<file path="src/rtl/jtopl_kon_sched.sv">
// Key-on scheduler: per-channel key-on requests serialized onto the slot rotation,
// committed at frame boundaries. Optional CSM key-on burst under `JTOPL_CSM_EN.
module jtopl_kon_sched #(
  parameter int unsigned SLOTS = 18
) (
  input  logic       clk,
  input  logic       rst_n,
  input  logic       cenop,
  input  logic       wr_en,
  input  logic [3:0] wr_ch,
  input  logic       wr_kon,
  input  logic       csm_en,
  input  logic       csm_trig,
  output logic [4:0] slot,
  output logic       zero,
  output logic       keyon_I,
  output logic [8:0] kon_st
);

  localparam int unsigned NCH = SLOTS / 2;
  localparam int unsigned SW  = 5;
  localparam int unsigned CW  = 4;
  localparam logic [SW-1:0] LAST_SLOT = SW'(SLOTS - 1);
  localparam logic [CW-1:0] LAST_CH   = CW'(NCH - 1);

  typedef enum logic [1:0] {
    ST_OFF    = 2'd0,
    ST_ON     = 2'd1,
    ST_RETRIG = 2'd2
  } ch_st_e;

  logic [SW-1:0]  slot_q, slot_d;
  logic [NCH-1:0] pend_q, pend_d;
  logic [NCH-1:0] offseen_q, offseen_d;
  ch_st_e         st_q [NCH];
  ch_st_e         st_d [NCH];
  logic [NCH-1:0] out_kon_c;
  logic           commit_c;
  logic           csm_act_c;
  logic [SW-1:0]  grp_c, pos_c;
  logic [CW-1:0]  ch_c;

  assign commit_c = cenop && (slot_q == LAST_SLOT);

  always_comb begin
    for (int unsigned i = 0; i < NCH; i++) out_kon_c[i] = (st_q[i] == ST_ON);
  end

  // Next-state: slot rotation, per-channel commit FSM, CPU write path
  always_comb begin
    slot_d    = slot_q;
    pend_d    = pend_q;
    offseen_d = offseen_q;
    st_d      = st_q;
    if (cenop) slot_d = (slot_q == LAST_SLOT) ? '0 : slot_q + SW'(1);
    if (commit_c) begin
      offseen_d = '0;
      for (int unsigned i = 0; i < NCH; i++) begin
        case (st_q[i])
          ST_OFF:    if (pend_q[i]) st_d[i] = ST_ON;
          ST_ON: begin
            if (!pend_q[i])        st_d[i] = ST_OFF;
            else if (offseen_q[i]) st_d[i] = ST_RETRIG;
          end
          ST_RETRIG: st_d[i] = pend_q[i] ? ST_ON : ST_OFF;
          default:   st_d[i] = ST_OFF;
        endcase
      end
    end
    // A write on the commit edge lands after the commit, so it is applied last
    if (wr_en && (wr_ch <= LAST_CH)) begin
      if (pend_q[wr_ch] && !wr_kon && out_kon_c[wr_ch]) offseen_d[wr_ch] = 1'b1;
      pend_d[wr_ch] = wr_kon;
    end
  end

  always_ff @(posedge clk or negedge rst_n) begin
    if (!rst_n) begin
      slot_q    <= '0;
      pend_q    <= '0;
      offseen_q <= '0;
      for (int unsigned i = 0; i < NCH; i++) st_q[i] <= ST_OFF;
    end else begin
      slot_q    <= slot_d;
      pend_q    <= pend_d;
      offseen_q <= offseen_d;
      st_q      <= st_d;
    end
  end

`ifdef JTOPL_CSM_EN
  logic csm_pend_q, csm_pend_d, csm_act_q, csm_act_d;

  // CSM: a trigger arms one all-channel key-on frame starting at the next commit
  always_comb begin
    csm_pend_d = csm_pend_q;
    csm_act_d  = csm_act_q;
    if (commit_c) begin
      csm_act_d  = csm_pend_q;
      csm_pend_d = 1'b0;
    end
    if (csm_en && csm_trig) csm_pend_d = 1'b1;
  end

  always_ff @(posedge clk or negedge rst_n) begin
    if (!rst_n) begin
      csm_pend_q <= 1'b0;
      csm_act_q  <= 1'b0;
    end else begin
      csm_pend_q <= csm_pend_d;
      csm_act_q  <= csm_act_d;
    end
  end

  assign csm_act_c = csm_act_q;
`else
  logic csm_unused;
  assign csm_unused = ^{csm_en, csm_trig};
  assign csm_act_c  = 1'b0;
`endif

  // Slot to channel: three channels per six-slot group, op1 then op2
  always_comb begin
    grp_c = slot_q / SW'(6);
    pos_c = slot_q % SW'(3);
    ch_c  = CW'(grp_c * SW'(3) + pos_c);
  end

  assign slot    = slot_q;
  assign zero    = (slot_q == '0);
  assign keyon_I = out_kon_c[ch_c] | csm_act_c;
  assign kon_st  = out_kon_c;

endmodule

</file>
<file path="config.mk">
export PLATFORM = sky130hd
export DESIGN_NAME = jtopl_kon_sched
export DESIGN_NICKNAME = d
export VERILOG_FILES = /design/src/rtl/jtopl_kon_sched.sv
export SDC_FILE = /design/constraint.sdc
export NUM_CORES = 1
export LEC_CHECK = 0
export ABC_AREA = 0
export BUFFER_PORTS_ARGS = -buffer_cell sky130_fd_sc_hd__buf_2
export CAP_MARGIN = 20
export CORE_UTILIZATION = 50
export CTS_CLUSTER_SIZE = 12
export DETAILED_ROUTE_END_ITERATION = 16
export HOLD_SLACK_MARGIN = 0.05
export PLACE_DENSITY = 0.69
export SLEW_MARGIN = 10
export SYNTH_ARGS = -nofsm -noshare
export SYNTH_HDL_FRONTEND = slang
export SYNTH_SLANG_ARGS = --single-unit
</file>
<file path="constraint.sdc">
create_clock -name clk -period 6.11 [get_ports clk]
set_input_delay 0 -clock clk [delete_from_list [all_inputs] [get_ports clk]]
set_output_delay 0 -clock clk [all_outputs]
set_load 0.01 [all_outputs]
</file>
==> results of run 1 <==
## worst paths after layout
path	endpoint	slack (ns)	cells past startpoint
setup / recovery	keyon_I	0.58	20
hold / removal	slot[1]	0.06	3
setup reg to reg	st_q[9]	3.98	6
hold reg to reg	st_q[2]	0.49	2
max in group asynchronous	st_q[12]	5.15	2
min in group asynchronous	st_q[9]	0.38	2
## logic make-up after synthesis
kind of cell / count (synthesis)
DFF: 41
xor gates and xnor gates: 8
muxes: 24
buffers and inverters: 24
AOI/OAI and AO/OA: 56
and+or+nand+nor: 128
adders and majority gates: 13
## flip-flops by register name, indices dropped and copies added (netlist names)
name,cells
st_q,18
slot,5
pend_q,9
offseen_q,9
## power groups by stage
| stage | clock (mW) | sequential [mW] | combinational (mW) |
|---|---|---|---|
| final | 0.171 | 0.395 | 1.23 |
| after global routing | 0.183 | 0.407 | 1.39 |
| after CTS | 0.176 | 0.393 | 1.24 |
| after detailed placement | 0 | 0.399 | 1.23 |
| after global placement | 0 | 0.398 | 1.18 |
| after floorplan | 0 | 0.367 | 1.03 |
## routing by layer
metal	wire length, um	up-vias	part of all wire
met2	2730	42	0.49
met5	0	-	0
met1	2620	1053	0.47
met4	76	0	0.014
li1	-	1065	-
met3	176	7	0.031
## metrics by stage
step                std cells  total power [mW]  instance area (um^2)  hold WS, ns  setup WS (ns)
detailed placement        373              1.63                  2820        0.187          0.910
floorplan                 294              1.39                  2690       -0.296           1.32
finish                    382              1.79                  2920       0.0601          0.580
global placement          373              1.58                  2820        0.183           1.05
CTS                       382              1.81                  2920       0.0586          0.560
global route              382              1.98                  2920       0.0686          0.133
## area by class of cell
class	instances	area, um^2	share of cell area
clock buffer	6	72.6	0.0249
multi-input combinational	229	1550	0.532
tap	70	87.6	0.0300
inverter	8	30.0	0.0103
sequential	41	1030	0.352
timing repair buffer	26	138	0.0472
clock inverter	2	10.0	0.00343
## layout by cell type (no fill, tap or decap), drive strengths merged, types with 9 or more instances in the layout
cell type,instances
a21oi,10
ha,10
nand2,48
dfrtp,41
mux2,10
nor2,15
buf,25
mux2i,9
o21ai,28
nor2b,14
nand3,26
## worst max-delay path: stages, from the launching register on
cell	delay [ns]
dfrtp_1	0.66
ha_1	0.45
a21oi_1	0.07
a211o_1	0.33
and2_4	0.16
or2_4	0.27
a22oi_1	0.25
ha_1	0.22
inv_1	0.08
o2111ai_2	0.25
mux2i_1	0.25
fa_1	0.44
inv_1	0.07
ha_1	0.14
inv_1	0.05
fa_1	0.55
mux4_2	0.30
mux2_2	0.29
mux2i_1	0.14
mux2i_1	0.10
buf_2	0.15
==> impl_metrics.py, run 1 <==
metrics = {
    "floorplanning": {
        "coreArea_um2": 5140,
        "row_count": 26,
        "dieArea_um2": 5670,
        "dieWidth_um": 75.3,
        "fp.dieH_um": 75.3,
        "ios": 27,
        "start_util": 0.522,
    },
    "sta": {
        "maxSlewHeadroom": 0.382,
        "setup_tns_ns": 0,
        "rsz0062_at_grt": "no",
        "skew_ns": 0.00851,
        "min_period_ns": 5.53,
        "setup_viol": 0,
        "max_freq_mhz": 181,
        "slew_viol_final": 0,
        "min_period_over_period": 0.905,
        "worst_pin_slew_ns": 0.927,
        "hold_viol": 0,
    },
    "grt": {
        "antenna_found_initial": 0,
        "met1_usage": 0.287,
        "grt_overflow": 0,
        "met3_usage": 0.0415,
        "grt_pass1_wl_um": 9190,
        "grt_pass1_vias": 1979,
        "grt_max_degree": 42,
        "grt-busiest-layer": "met2",
        "grt_util_met2": 0.361,
        "grt_usage": 0.218,
    },
    "clocking": {
        "post_cts_buffers": 0,
        "clockBufferDepth": 2,
        "cts_buffers": 5,
        "clk_latency_ns": 0.30,
        "cts_tree": "yes",
        "path_clk_slew_ns": 0.08,
        "ctsHoldBuffers": 1,
        "cts_resized": 0,
        "clock_sinks": 41,
        "clockRootBuffer": "clkbuf_8",
        "htree_num_levels": 2,
    },
    "placement": {
        "io_buffers": 24,
        "routabilityCongestion": 0.774,
        "dp_hpwl_um": 3980,
    },
    "routing": {
        "via_count": 2167,
        "drc_errors": 0,
        "via_per_inst": 5.67,
        "drtPass1Iterations": 4,
        "drt_iter0_markers": 127,
        "postRouteAntennaNets": 0,
        "wirelength_um": 5610,
        "wl_per_cell_um": 14.7,
    },
    "synthesis": {
        "synth_compound_area_frac": 0.133,
        "synth_most_common_cell": "nand2_1",
        "ys_types": 45,
        "synth-simple-area-share": 0.233,
        "synthTopCellsByArea": "dfrtp_1 (38%), nand2_1 (6.7%), o21ai_0 (5.2%), nand3_1 (4.8%), ha_1 (4.7%)",
        "synth_commonest_cells": "nand2_1 (48), dfrtp_1 (41), o21ai_0 (28)",
        "syn_nets": 318,
        "synth_seq_cells": 41,
        "ys_warn_count": 0,
        "syn_area_per_cell_um2": 9.13,
        "synth_largest_area_cell": "dfrtp_1",
        "synth-edff-count": 0,
        "synth.top_cell.area_share": 0.382,
        "ys_seq_area_frac": 0.382,
        "syn-cell-area_um2": 2690,
        "synthesis.instances": 294,
        "async_flop_share": 1.00,
        "synth_top_family_by_area": "simple AND/OR/NAND/NOR gates",
        "synthMuxAreaShare": 0.117,
        "synth_ff_type": "dfrtp_1",
        "yosys.area_share.adder": 0.0690,
        "synth-xor-area-share": 0.0261,
    },
    "final_layout": {
        "diodes": 0,
        "utilization": 0.567,
        "syn_to_final_growth_pct": 8.57,
        "fin_nets": 335,
        "n_fill_cell": 486,
        "drive_gt1_frac": 0.176,
    },
    "power": {
        "power.density_nw_per_um2": 615,
        "leakage_nw": 1.32,
        "seq_power_share": 0.220,
        "p_sw_frac": 0.446,
        "vdd_ir_drop_max_mv": 0.379,
        "internal-power_mw": 0.994,
        "power_frac_comb": 0.685,
        "p_clk_frac": 0.095,
        "p_switching_mw": 0.800,
    },
    "setup_path": {
        "crit_path_max_fanout": 18,
        "rr_startpoint": "slot[1]",
        "worstPathRequired_ns": 6.11,
        "start_kind": "flip-flop",
        "crit_path_end_kind": "primary output",
        "cp.arrival_ns": 5.53,
        "crit_start": "slot[4]",
        "critPathKind": "reg -> out",
    },
    "outcome": {
        "status": "finished clean",
    },
    "min_path": {
        "min_from": "cenop",
        "holdCritPathClass": "in -> reg",
    },
    "flow_run": {
        "maxCapViolCount": 0,
    },
}
Power figures use the tool's default switching activity.
==> run 2: changes to the inputs <==
--- a/config.mk
+++ b/config.mk
@@ -6,13 +6,12 @@
 export NUM_CORES = 1
 export LEC_CHECK = 0
 export ABC_AREA = 0
-export BUFFER_PORTS_ARGS = -buffer_cell sky130_fd_sc_hd__buf_2
 export CAP_MARGIN = 20
 export CORE_UTILIZATION = 50
 export CTS_CLUSTER_SIZE = 12
 export DETAILED_ROUTE_END_ITERATION = 16
+export DONT_BUFFER_PORTS = 1
 export HOLD_SLACK_MARGIN = 0.05
-export PLACE_DENSITY = 0.69
 export SLEW_MARGIN = 10
 export SYNTH_ARGS = -nofsm -noshare
 export SYNTH_HDL_FRONTEND = slang
==> run 2 against run 1 <==
Flip-flop and latch count is the same. Register-to-register slack got worse by 0.57 ns. Sequential power is 3% higher. Cell count fell by 3.9%. Power down 3.0%. Setup slack improved by 0.091 ns. First-iteration DRC count down 54%. Largest power group unchanged.
==> impl_metrics.py, run 2 (synthesis results as in run 1) <==
metrics = {
    "grt": {
        "grt_overflow": 0,
        "grt_max_degree": 42,
        "grt_pass1_vias": 1911,
        "antenna_found_initial": 0,
        "grt_pass1_wl_um": 9180,
        "grt_usage": 0.220,
    },
    "setup_path": {
        "rr_startpoint": "slot[1]",
        "cpPeakStageDelay_ns": 0.72,
        "crit_buf_inv": 3,
        "crit_path_end_kind": "primary output",
        "r2r_end": "offseen_q[0]",
        "rr_worst_depth": 7,
        "critPathKind": "reg -> out",
        "reg2reg_setup_slack_ns": 3.41,
        "crit_path_max_fanout": 18,
        "worstPathRequired_ns": 6.11,
        "crit_family": "adder cells",
        "cp.arrival_ns": 5.44,
        "start_kind": "flip-flop",
        "slowest_stage": "dfrtp_1",
        "cp_cell_sequence": "ha_1, a21oi_1, a211o_1, and2_4, or2_4, a22oi_1, ha_1, inv_1, o2111ai_2, mux2i_1, fa_1, inv_1, ha_1, inv_1, fa_1, mux4_2, mux2_2, mux2i_1, mux2i_1",
    },
    "routing": {
        "via_per_inst": 5.81,
        "drtPass1Iterations": 4,
        "wirelength_um": 5790,
        "wl_per_cell_um": 15.8,
        "postRouteAntennaNets": 0,
        "via_count": 2133,
        "drt_iter0_markers": 59,
        "drc_errors": 0,
    },
    "power": {
        "vdd_ir_drop_max_mv": 0.676,
        "leakage_nw": 1.24,
        "power.density_nw_per_um2": 601,
    },
    "final_layout": {
        "top_regs": "st_q: 18 flops, offseen_q: 9 flops, pend_q: 9 flops",
        "drive_gt1_frac": 0.108,
        "diodes": 0,
        "syn_to_final_growth_pct": 7.83,
        "final_area_um2": 2900,
        "top_register": "st_q",
        "final_cell_mix": "nand2_1 (48), dfrtp_1 (41), o21ai_0 (28)",
        "largest_register_ffs": 18,
        "fin_nets": 320,
        "final_common_cell": "nand2_1",
    },
    "sta": {
        "setup_viol": 0,
        "min_period_ns": 5.44,
        "min_period_over_period": 0.890,
        "max_freq_mhz": 184,
        "slew_viol_final": 0,
        "skew_ns": 0.0119,
        "hold_viol": 0,
        "maxSlewHeadroom": 0.525,
        "worst_pin_slew_ns": 0.713,
        "rsz0062_at_grt": "no",
        "setup_tns_ns": 0,
    },
    "placement": {
        "place_area_um2": 2700,
        "dp_hpwl_um": 3990,
        "io_buffers": 0,
        "routabilityCongestion": 0.739,
    },
    "floorplanning": {
        "row_count": 26,
        "dieArea_um2": 5670,
        "ios": 27,
        "fp.dieH_um": 75.3,
        "coreArea_um2": 5140,
        "start_util": 0.522,
        "dieWidth_um": 75.3,
    },
    "clocking": {
        "cts_buffers": 5,
        "post_cts_buffers": 0,
        "clk_latency_ns": 0.30,
        "htree_num_levels": 2,
        "clockRootBuffer": "clkbuf_8",
        "cts_tree": "yes",
        "path_clk_slew_ns": 0.08,
        "clockBufferDepth": 2,
        "clock_sinks": 41,
    },
    "min_path": {
        "min_from": "wr_ch[0]",
        "hold-path-cell-count": 2,
        "whs_endpoint": "offseen_q[2]",
        "holdCritPathClass": "in -> reg",
    },
    "outcome": {
        "status": "finished clean",
    },
    "flow_run": {
        "maxCapViolCount": 0,
    },
}
-- run 2: report_power, final --
| group | internal [mW] | leakage (nW) | switching [mW] |
|---|---|---|---|
| Combinational | 0.571 | 0.653 | 0.587 |
| Sequential | 0.315 | 0.547 | 0.0918 |
| Clock | 0.0793 | 0.0450 | 0.0963 |
| Total | 0.965 | 1.24 | 0.775 |
-- run 2: what timing repair did --
action,CTS,global route
gates resized for setup,0,0
hold endpoints to repair,64,0
hold buffers,10,0
setup endpoints to repair,0,0
-- run 2: routing by layer --
metal / GRT usage / share of wire
met1: 0.283 / 0.47
met2: 0.376 / 0.47
met3: 0.0428 / 0.037
met4: 0.0720 / 0.018
met5: 0 / 0
-- run 2: per-stage QoR --
stage           util  power (mW)  hold slack [ns]  instances  worst slack (ns)
4_1_cts        0.563        1.76           0.0557        367             0.644
3_5_place_dp   0.526        1.57           -0.295        349              1.00
2_1_floorplan      -        1.39           -0.296        294              1.32
3_3_place_gp   0.526        1.55           -0.295        349              1.05
6_report       0.563        1.74           0.0539        367             0.671
5_1_grt        0.563        1.90           0.0859        367             0.373
-- run 2: layout make-up --
cell class / count / area, um^2
Inverter: 8 / 30.0
Sequential cell: 41 / 1030
Clock buffer: 6 / 72.6
Timing Repair Buffer: 11 / 118
Clock inverter: 2 / 10.0
Fill cell: 493 / 2240
Multi-Input combinational cell: 229 / 1550
Tap cell: 70 / 87.6
-- run 2: worst max-delay path by stage --
stage / startpoint / end / slack, ns / cells past startpoint
CTS: slot[3] / keyon_I / 0.64 / 19
global placement: slot[4] / keyon_I / 1.05 / 19
global route: slot[4] / keyon_I / 0.37 / 19
finish: slot[4] / keyon_I / 0.67 / 19
floorplan: slot[3] / keyon_I / 1.32 / 22
detailed placement: slot[3] / keyon_I / 1.00 / 19
